$ cat src/rtl/multicycle_ctrl_if.sv
// Control-word / enable bundle between the multi-cycle sequencer and the
// surrounding datapath (ROM decode, PC, IR, REGBank, DMEM).
interface multicycle_ctrl_if #(
    parameter int WIDTH_DATA_LENGTH = 32
);
    // control word and handshake toward the sequencer
    logic                         regWEn;
    logic                         memRW;
    logic [1:0]                   wbSel;
    logic                         halt;
    logic                         memReady;
    // gated enables and status from the sequencer
    logic                         irLoad;
    logic                         pcWEn;
    logic                         regWEnOut;
    logic                         memReq;
    logic                         memWEn;
    logic                         err;
    logic [2:0]                   state;
    logic [WIDTH_DATA_LENGTH-1:0] cycleCount;
    logic [WIDTH_DATA_LENGTH-1:0] instRet;

    // datapath side: supplies the control word, consumes the enables
    modport master (
        output regWEn, memRW, wbSel, halt, memReady,
        input  irLoad, pcWEn, regWEnOut, memReq, memWEn, err, state,
               cycleCount, instRet
    );

    // sequencer side
    modport slave (
        input  regWEn, memRW, wbSel, halt, memReady,
        output irLoad, pcWEn, regWEnOut, memReq, memWEn, err, state,
               cycleCount, instRet
    );
endinterface

$ cat src/rtl/multicycle_ctrl.sv
// Multi-cycle instruction sequencer: FETCH/DECODE/EXEC/MEM/WB with a
// variable-latency DMEM handshake and timeout trap. Gates every architectural
// write enable so each instruction commits exactly once.
module multicycle_ctrl #(
    parameter int WIDTH_DATA_LENGTH = 32,
    parameter int MEM_TIMEOUT       = 16
) (
    input  logic                  clk,
    input  logic                  rst,
    multicycle_ctrl_if.slave      bus
);
    typedef enum logic [2:0] {
        S_FETCH  = 3'd0,
        S_DECODE = 3'd1,
        S_EXEC   = 3'd2,
        S_MEM    = 3'd3,
        S_WB     = 3'd4,
        S_ERROR  = 3'd7
    } state_t;

    localparam logic [8:0] TIMEOUT = 9'(MEM_TIMEOUT);

    state_t                       state_q, state_d;
    logic [7:0]                   wait_q, wait_d;
    logic [8:0]                   wait_inc;
    logic [WIDTH_DATA_LENGTH-1:0] cycle_q, ret_q;

    logic is_store, is_load;
    logic ir_load_c, pc_wen_c, reg_wen_c, mem_req_c, mem_wen_c, err_c;

    // The IR holds the control word stable from DECODE on, so decode is
    // purely combinational.
    assign is_store = bus.memRW;
    assign is_load  = !bus.memRW && bus.regWEn && (bus.wbSel == 2'b00);
    assign wait_inc = {1'b0, wait_q} + 9'd1;

    // State, wait counter and the two free-running counters
    always_ff @(posedge clk) begin
        if (rst) begin
            state_q <= S_FETCH;
            wait_q  <= '0;
            cycle_q <= '0;
            ret_q   <= '0;
        end else begin
            state_q <= state_d;
            wait_q  <= wait_d;
            cycle_q <= cycle_q + 1'b1;
            ret_q   <= ret_q + WIDTH_DATA_LENGTH'(pc_wen_c);
        end
    end

    // Next-state and enable decode; reset forces every enable low so an
    // aborted instruction never commits anything in the reset cycle.
    always_comb begin
        state_d   = state_q;
        wait_d    = wait_q;
        ir_load_c = 1'b0;
        pc_wen_c  = 1'b0;
        reg_wen_c = 1'b0;
        mem_req_c = 1'b0;
        mem_wen_c = 1'b0;
        err_c     = 1'b0;
        case (state_q)
            S_FETCH: begin
                if (!bus.halt) begin
                    ir_load_c = 1'b1;
                    state_d   = S_DECODE;
                end
            end
            S_DECODE: state_d = S_EXEC;
            S_EXEC: begin
                if (is_load || is_store) begin
                    state_d = S_MEM;
                    wait_d  = '0;
                end else begin
                    state_d = S_WB;
                end
            end
            S_MEM: begin
                mem_req_c = 1'b1;
                mem_wen_c = is_store;
                if (bus.memReady) begin
                    // a ready on the would-be timeout cycle still completes
                    if (is_store) begin
                        pc_wen_c = 1'b1;
                        state_d  = S_FETCH;
                    end else begin
                        state_d  = S_WB;
                    end
                end else begin
                    wait_d = wait_inc[7:0];
                    if (wait_inc == TIMEOUT)
                        state_d = S_ERROR;
                end
            end
            S_WB: begin
                reg_wen_c = bus.regWEn;
                pc_wen_c  = 1'b1;
                state_d   = S_FETCH;
            end
            S_ERROR: err_c = 1'b1;
            default: state_d = S_FETCH;
        endcase
        if (rst) begin
            ir_load_c = 1'b0;
            pc_wen_c  = 1'b0;
            reg_wen_c = 1'b0;
            mem_req_c = 1'b0;
            mem_wen_c = 1'b0;
        end
    end

    assign bus.irLoad     = ir_load_c;
    assign bus.pcWEn      = pc_wen_c;
    assign bus.regWEnOut  = reg_wen_c;
    assign bus.memReq     = mem_req_c;
    assign bus.memWEn     = mem_wen_c;
    assign bus.err        = err_c;
    assign bus.state      = state_q;
    assign bus.cycleCount = cycle_q;
    assign bus.instRet    = ret_q;
endmodule

$ cat src/flat_wrapper.sv
// flat-port wrapper written by rule: the top's interface ports become plain ports
module multicycle_ctrl_flat 
#(
    parameter int WIDTH_DATA_LENGTH = 32,
    parameter int MEM_TIMEOUT       = 16
)
  (clk, rst, bus_regWEn, bus_memRW, bus_wbSel, bus_halt, bus_memReady, bus_irLoad, bus_pcWEn, bus_regWEnOut, bus_memReq, bus_memWEn, bus_err, bus_state, bus_cycleCount, bus_instRet);
  multicycle_ctrl_if #(.WIDTH_DATA_LENGTH(WIDTH_DATA_LENGTH)) bus_i ();
  input  logic clk;
  input  logic rst;
  input wire logic [$bits(bus_i.regWEn)-1:0] bus_regWEn;
  input wire logic [$bits(bus_i.memRW)-1:0] bus_memRW;
  input wire logic [$bits(bus_i.wbSel)-1:0] bus_wbSel;
  input wire logic [$bits(bus_i.halt)-1:0] bus_halt;
  input wire logic [$bits(bus_i.memReady)-1:0] bus_memReady;
  output wire logic [$bits(bus_i.irLoad)-1:0] bus_irLoad;
  output wire logic [$bits(bus_i.pcWEn)-1:0] bus_pcWEn;
  output wire logic [$bits(bus_i.regWEnOut)-1:0] bus_regWEnOut;
  output wire logic [$bits(bus_i.memReq)-1:0] bus_memReq;
  output wire logic [$bits(bus_i.memWEn)-1:0] bus_memWEn;
  output wire logic [$bits(bus_i.err)-1:0] bus_err;
  output wire logic [$bits(bus_i.state)-1:0] bus_state;
  output wire logic [$bits(bus_i.cycleCount)-1:0] bus_cycleCount;
  output wire logic [$bits(bus_i.instRet)-1:0] bus_instRet;
  assign bus_i.regWEn = bus_regWEn;
  assign bus_i.memRW = bus_memRW;
  assign bus_i.wbSel = bus_wbSel;
  assign bus_i.halt = bus_halt;
  assign bus_i.memReady = bus_memReady;
  assign bus_irLoad = bus_i.irLoad;
  assign bus_pcWEn = bus_i.pcWEn;
  assign bus_regWEnOut = bus_i.regWEnOut;
  assign bus_memReq = bus_i.memReq;
  assign bus_memWEn = bus_i.memWEn;
  assign bus_err = bus_i.err;
  assign bus_state = bus_i.state;
  assign bus_cycleCount = bus_i.cycleCount;
  assign bus_instRet = bus_i.instRet;
  multicycle_ctrl #(.WIDTH_DATA_LENGTH(WIDTH_DATA_LENGTH), .MEM_TIMEOUT(MEM_TIMEOUT)) u_core (.clk(clk), .rst(rst), .bus(bus_i));
endmodule
$ cat config.mk
export PLATFORM = sky130hd
export DESIGN_NAME = multicycle_ctrl_flat
export DESIGN_NICKNAME = d
export VERILOG_FILES = /design/src/rtl/multicycle_ctrl_if.sv /design/src/rtl/multicycle_ctrl.sv /design/src/flat_wrapper.sv
export SDC_FILE = /design/constraint.sdc
export NUM_CORES = 1
export LEC_CHECK = 0
export CAP_MARGIN = 20
export CORE_MARGIN = 3
export CORE_UTILIZATION = 45
export CTS_CLUSTER_SIZE = 30
export DETAILED_ROUTE_END_ITERATION = 6
export HOLD_SLACK_MARGIN = 0.08
export PLACE_DENSITY = 0.73
export SETUP_SLACK_MARGIN = 0.15
export SLEW_MARGIN = 15
export SYNTH_ARGS = -nofsm -noshare
export SYNTH_HDL_FRONTEND = slang
export SYNTH_SLANG_ARGS = --single-unit
$ cat constraint.sdc
create_clock -name clk -period 3.5 [get_ports clk]
set_input_delay 0.7 -clock clk [delete_from_list [all_inputs] [get_ports clk]]
set_output_delay 0.7 -clock clk [all_outputs]
set_load 0.01 [all_outputs]
# After elaboration in Yosys (flattened, before gate mapping)
# Cells that the tools add are included.
# totals
register_bits	75
in_bits	8
out_inout_bits	73
# classes
addsub	3
n_eq_ne	10
mux	23
bitwise	1
reduce_logical	9
# op_table
cell	count
32-bit by 1-bit adder with 32-bit output	1
32-bit by 1-bit adder with 32-bit output (second input constant)	1
8-bit 2-to-1 mux	2
8-bit case mux with 2 select lines	1
3-bit 2-to-1 mux	5
3-bit case mux with 5 select lines	1
1-bit 2-to-1 mux	13
8-bit by 1-bit adder with 9-bit output (second input constant)	1
9-bit by 5-bit equality test with 1-bit output (second input constant)	1
3-bit by 2-bit equality test with 1-bit output (second input constant)	2
3-bit equality test (second input constant)	2
3-bit AND reduction	2
2-bit inequality test (second input constant)	2
3-bit by 1-bit equality test with 1-bit output (second input constant)	1
3-bit logical NOT	1
3-bit by 2-bit inequality test with 1-bit output (second input constant)	1
1-bit logical AND	2
2-bit logical NOT	1
2-bit by 1-bit inequality test with 1-bit output (second input constant)	1
1-bit case mux with 2 select lines	1
2-bit nonzero test	1
1-bit logical NOT	1
1-bit logical OR	1
1-bit inverter	1

# Depth between registers and ports, before layout
# depth
ltp_word	6
mapped_depth	12
ltp_nobuf	10

# Worst setup path after synthesis
# No wires, ideal clock.
# synth_timing
path_kind	in2reg
from	input rst
to	register u_core.ret_q[22], in the netlist u_core.bus.instRet[22]
arrival_time_ps	2702
t_required_ps	3372
path_slack_ps	671
path_stages	11
path_buffers	4
cell_sequence	clkbuf_1 -> clkbuf_1 -> clkbuf_1 -> nor2_1 -> ha_1 -> ha_1 -> nand4_1 -> buf_2 -> nor4_1 -> xnor2_1 -> nor2_1
# synth_between
elab_chain_len	2
# synth_rtl
item	line_no	text
start, declared	flat_wrapper.sv:10	input logic rst;
1-bit 2-to-1 mux	multicycle_ctrl.sv:104	if (rst) begin
net bus_pcWEn	flat_wrapper.sv:17	output wire logic [$bits(bus_i.pcWEn)-1:0] bus_pcWEn;
32-bit by 1-bit adder with 32-bit output	multicycle_ctrl.sv:48	ret_q <= ret_q + WIDTH_DATA_LENGTH'(pc_wen_c);
end signal, assigned	multicycle_ctrl.sv:48	
end, declared	multicycle_ctrl.sv:26	logic [WIDTH_DATA_LENGTH-1:0] cycle_q, ret_q;
# The timed path passes the listed nets, and every way through them passes these cells.
# A chain may end at the register's enable or synchronous reset.

# Worst setup path after layout
# layout_timing
from	input bus_memReady
to	output bus_pcWEn
# layout_between
elab_chain_len	3
# layout_rtl
item	line_no	text
start, declared	flat_wrapper.sv:15	input wire logic [$bits(bus_i.memReady)-1:0] bus_memReady;
1-bit 2-to-1 mux	multicycle_ctrl.sv:82	if (bus.memReady) begin
1-bit case mux with 2 select lines	multicycle_ctrl.sv:63	case (state_q)
1-bit 2-to-1 mux	multicycle_ctrl.sv:104	
end, declared	flat_wrapper.sv:17	
# Every way passes these cells.

==> impl_metrics.yaml <==
power_and_ir_drop:
  clockPowerShare: 0.463
  p_total_mw: 1.87
  ir_drop_mv: 0.274
  p_leak_nw: 1.50
  netSwitchingPower_mw: 0.408
  power.density_mw_per_mm2: 406
  seq_power_share: 0.472
  p_int_mw: 1.47
  power_frac_comb: 0.065
  swShare: 0.218
critical_path:
  crit_type: "primary input to primary output"
  crit_end: "bus_pcWEn"
  crit_chain: "clkdlybuf4s50_1, nand2_1, nor2_1, a21oi_1, nor2_1, clkdlybuf4s50_1"
  setup.worst_path.end_class: "primary output"
  startpoint: "bus_memReady"
  critPathTopFamily: "buffers and inverters"
  r2r_cells: 10
  path_depth: 6
  cp.required_ns: 2.80
  crit_slowest_cell: "clkdlybuf4s50_1"
  ff2ff_setup_slack_ns: 0.69
  cp-start-kind: "primary input"
  cp.arrival_ns: 2.26
  r2r_end: "u_core.bus.instRet[31]"
  cp_num_buf_inv: 2
  slowest_delay_ns: 0.58
  rr_startpoint: "u_core.bus.state[0]"
  cp_max_fo: 6
drt:
  drt-initial-drc-count: 162
  drt_wl_total_um: 7770
  drt-pass1-iter-count: 4
  vias: 3111
  drc_errors: 0
  wl_per_cell_um: 13.1
  drtAntennaViolNets: 0
  avgViaCountPerCell: 5.23
sta:
  fin_setup_tns_ns: 0
  rsz0062_at_grt: "false"
  min_period_over_period: 0.846
  fmax_ghz: 0.338
  hold_viol_final: 0
  slew_violations: 0
  setup_viol: 0
  tightest_slew_ns: 0.750
  fin_skew_ns: 0.00852
  period_needed_ns: 2.96
  setup_slack_ns: 0.539
  max_slew_margin: 0.495
synth:
  ys_warn_count: 0
  yosys.cell_types.count: 41
  synth_area_leaders: "dfxtp_1, xnor2_1, nor2_1"
  synth_edf_count: 0
  synth_area_leader_cell: "dfxtp_1"
  syn_area_mm2: 0.00350
  ys_ff_latch: 75
  netlist.area_leader.share: 0.429
  synth.net_count: 429
  synth.avg_cell_area_um2: 8.39
  async_flop_share: 0
  synthFlopType: "dfxtp_1"
  ys_seq_area_frac: 0.429
  syn_inst: 417
outcome:
  status: "finished, final reports clean"
placement:
  io_buffers: 80
  placed_area_mm2: 0.00435
  gp_congestion: 0.837
  hpwlAfterDp_um: 5390
  post-place-ws_ns: 0.251
clock_network:
  cts.clk_slew.worst_paths_ns: 0.08
  tritoncts: "yes"
  cts_made_buffers: 9
  clk_root_buffer_cell: "clkbuf_8"
  numClockSinks: 75
  ctsHoldBuffers: 0
  clk_path_buf_depth: 2
  cts.htree.levels: 3
  cts_setup_buffers: 0
  cts_resized: 0
  clk_latency_ns: 0.34
finish:
  n_antenna_cell: 0
  design_area_mm2: 0.00462
  area_delta_synth_final_pct: 32.0
  drive_gt1_frac: 0.0524
  fillers: 644
  layout.nets: 503
grt:
  grt_pass1_vias: 2793
  use_met1: 0.246
  grt_busiest_layer: "met2"
  grt.overflow.total: 0
  grt_use_total: 0.182
  use_met2: 0.278
  grt_pass1_wl_um: 13000
  grt_use_met3: 0.0633
  antenna_found_initial: 0
  grt_max_degree: 43
floorplanning:
  initial_utilization: 0.472
  core_mm2: 0.00741
  die-area_mm2: 0.00887
  io_pins: 81
  die_w_um: 94.2
  row_count: 31
  fp.dieH_um: 94.2
flow_run:
  drv_cap: 0
hold_path:
  hold_class: "register to register"
[cell usage after synthesis (3+ instances only)]
master / instances
a21oi_1: 17
a31oi_1: 3
and2_1: 5
and3_1: 6
and4_1: 6
buf_2: 4
clkbuf_1: 13
dfxtp_1: 75
ha_1: 4
inv_1: 12
nand2_1: 20
nand3_1: 22
nand3b_1: 4
nand4_1: 18
nor2_1: 68
nor2b_1: 7
nor3_1: 20
nor4_1: 9
o21ai_0: 14
or3_1: 13
xnor2_1: 36
xor2_1: 17
[logic make-up after synthesis]
kind of cell	Yosys count	synth area share
xor gates and xnor gates	53	0.133
AOI/OAI and AO/OA	41	0.0662
DFF	75	0.429
muxes	2	0.00608
adders and majority gates	4	0.0143
and+or+nand+nor	211	0.316
buffers and inverters	31	0.0358
[metal layers]
metal  part of all wire  vias up
met2               0.46       73
met1               0.48     1439
met3              0.052        8
met4             0.0082        0
met5                  0        -
li1                   -     1591
[registers in the layout, summed over array words and instances (netlist names)]
name	count
u_core.bus.cycleCount	32
u_core.bus.instRet	32
u_core.wait_q	8
u_core.bus.state	3
[how the worst min path moves through the flow]
| stage | from | end | cells past startpoint |
|---|---|---|---|
| 4_1_cts | u_core.bus.cycleCount[0] | u_core.bus.cycleCount[0] | 1 |
| 5_1_grt | u_core.bus.cycleCount[0] | u_core.bus.cycleCount[0] | 1 |
| 3_3_place_gp | u_core.bus.cycleCount[0] | u_core.bus.cycleCount[0] | 1 |
| 6_report | u_core.bus.cycleCount[0] | u_core.bus.cycleCount[0] | 1 |
| 3_5_place_dp | u_core.bus.cycleCount[0] | u_core.bus.cycleCount[0] | 1 |
| 2_1_floorplan | u_core.wait_q[7] | u_core.wait_q[7] | 2 |
[layout make-up]
| cell class | count | area, um^2 | share of cell area |
|---|---|---|---|
| multi-input cells | 311 | 1870 | 0.405 |
| clock inverters | 7 | 140 | 0.0304 |
| well taps | 99 | 124 | 0.0268 |
| flip-flops and latches | 75 | 1500 | 0.325 |
| clock buffers | 9 | 124 | 0.0268 |
| inverters | 12 | 45.0 | 0.00976 |
| repair buffers | 82 | 811 | 0.176 |
[stage by stage]
step | utilization | std cells | hold slack [ns]
finish | 0.623 | 595 | 0.479
global route | 0.623 | 595 | 0.516
CTS | 0.623 | 595 | 0.481
detailed placement | 0.588 | 579 | 0.456
global placement | 0.588 | 579 | 0.452
floorplan | - | 417 | 0.452
[cell usage in the layout, fill, tap and decap left out, drive strengths merged]
cell / count
clkdlybuf4s50: 79
dfxtp: 75
nor2: 68
xnor2: 36
nand3: 22
nand2: 20
nor3: 20
nand4: 19
a21oi: 17
xor2: 17
o21ai: 14
or3: 14
inv: 12
nor4: 9
clkbuf: 9
nor2b: 7
and4: 7
and3: 6
and2: 5
nand3b: 4
ha: 4
bufinv: 4
a31oi: 3
or2: 3
buf: 3
nor3b: 2
a21o: 2
a221oi: 2
nand2b: 2
clkinvlp: 2
a221o: 1
nor4b: 1
mux2i: 1
or3b: 1
a211oi: 1
mux2: 1
nand4bb: 1
a22oi: 1
clkinv: 1
[power by group through the flow]
stage	clock (mW)	combinational, mW	sequential [mW]
final	0.868	0.123	0.885
after global routing	0.922	0.136	0.887
after CTS	0.886	0.124	0.884
after detailed placement	0	0.124	0.904
after global placement	0	0.123	0.903
after floorplan	0	0.0840	0.895
(Power assumes the default switching activity.)
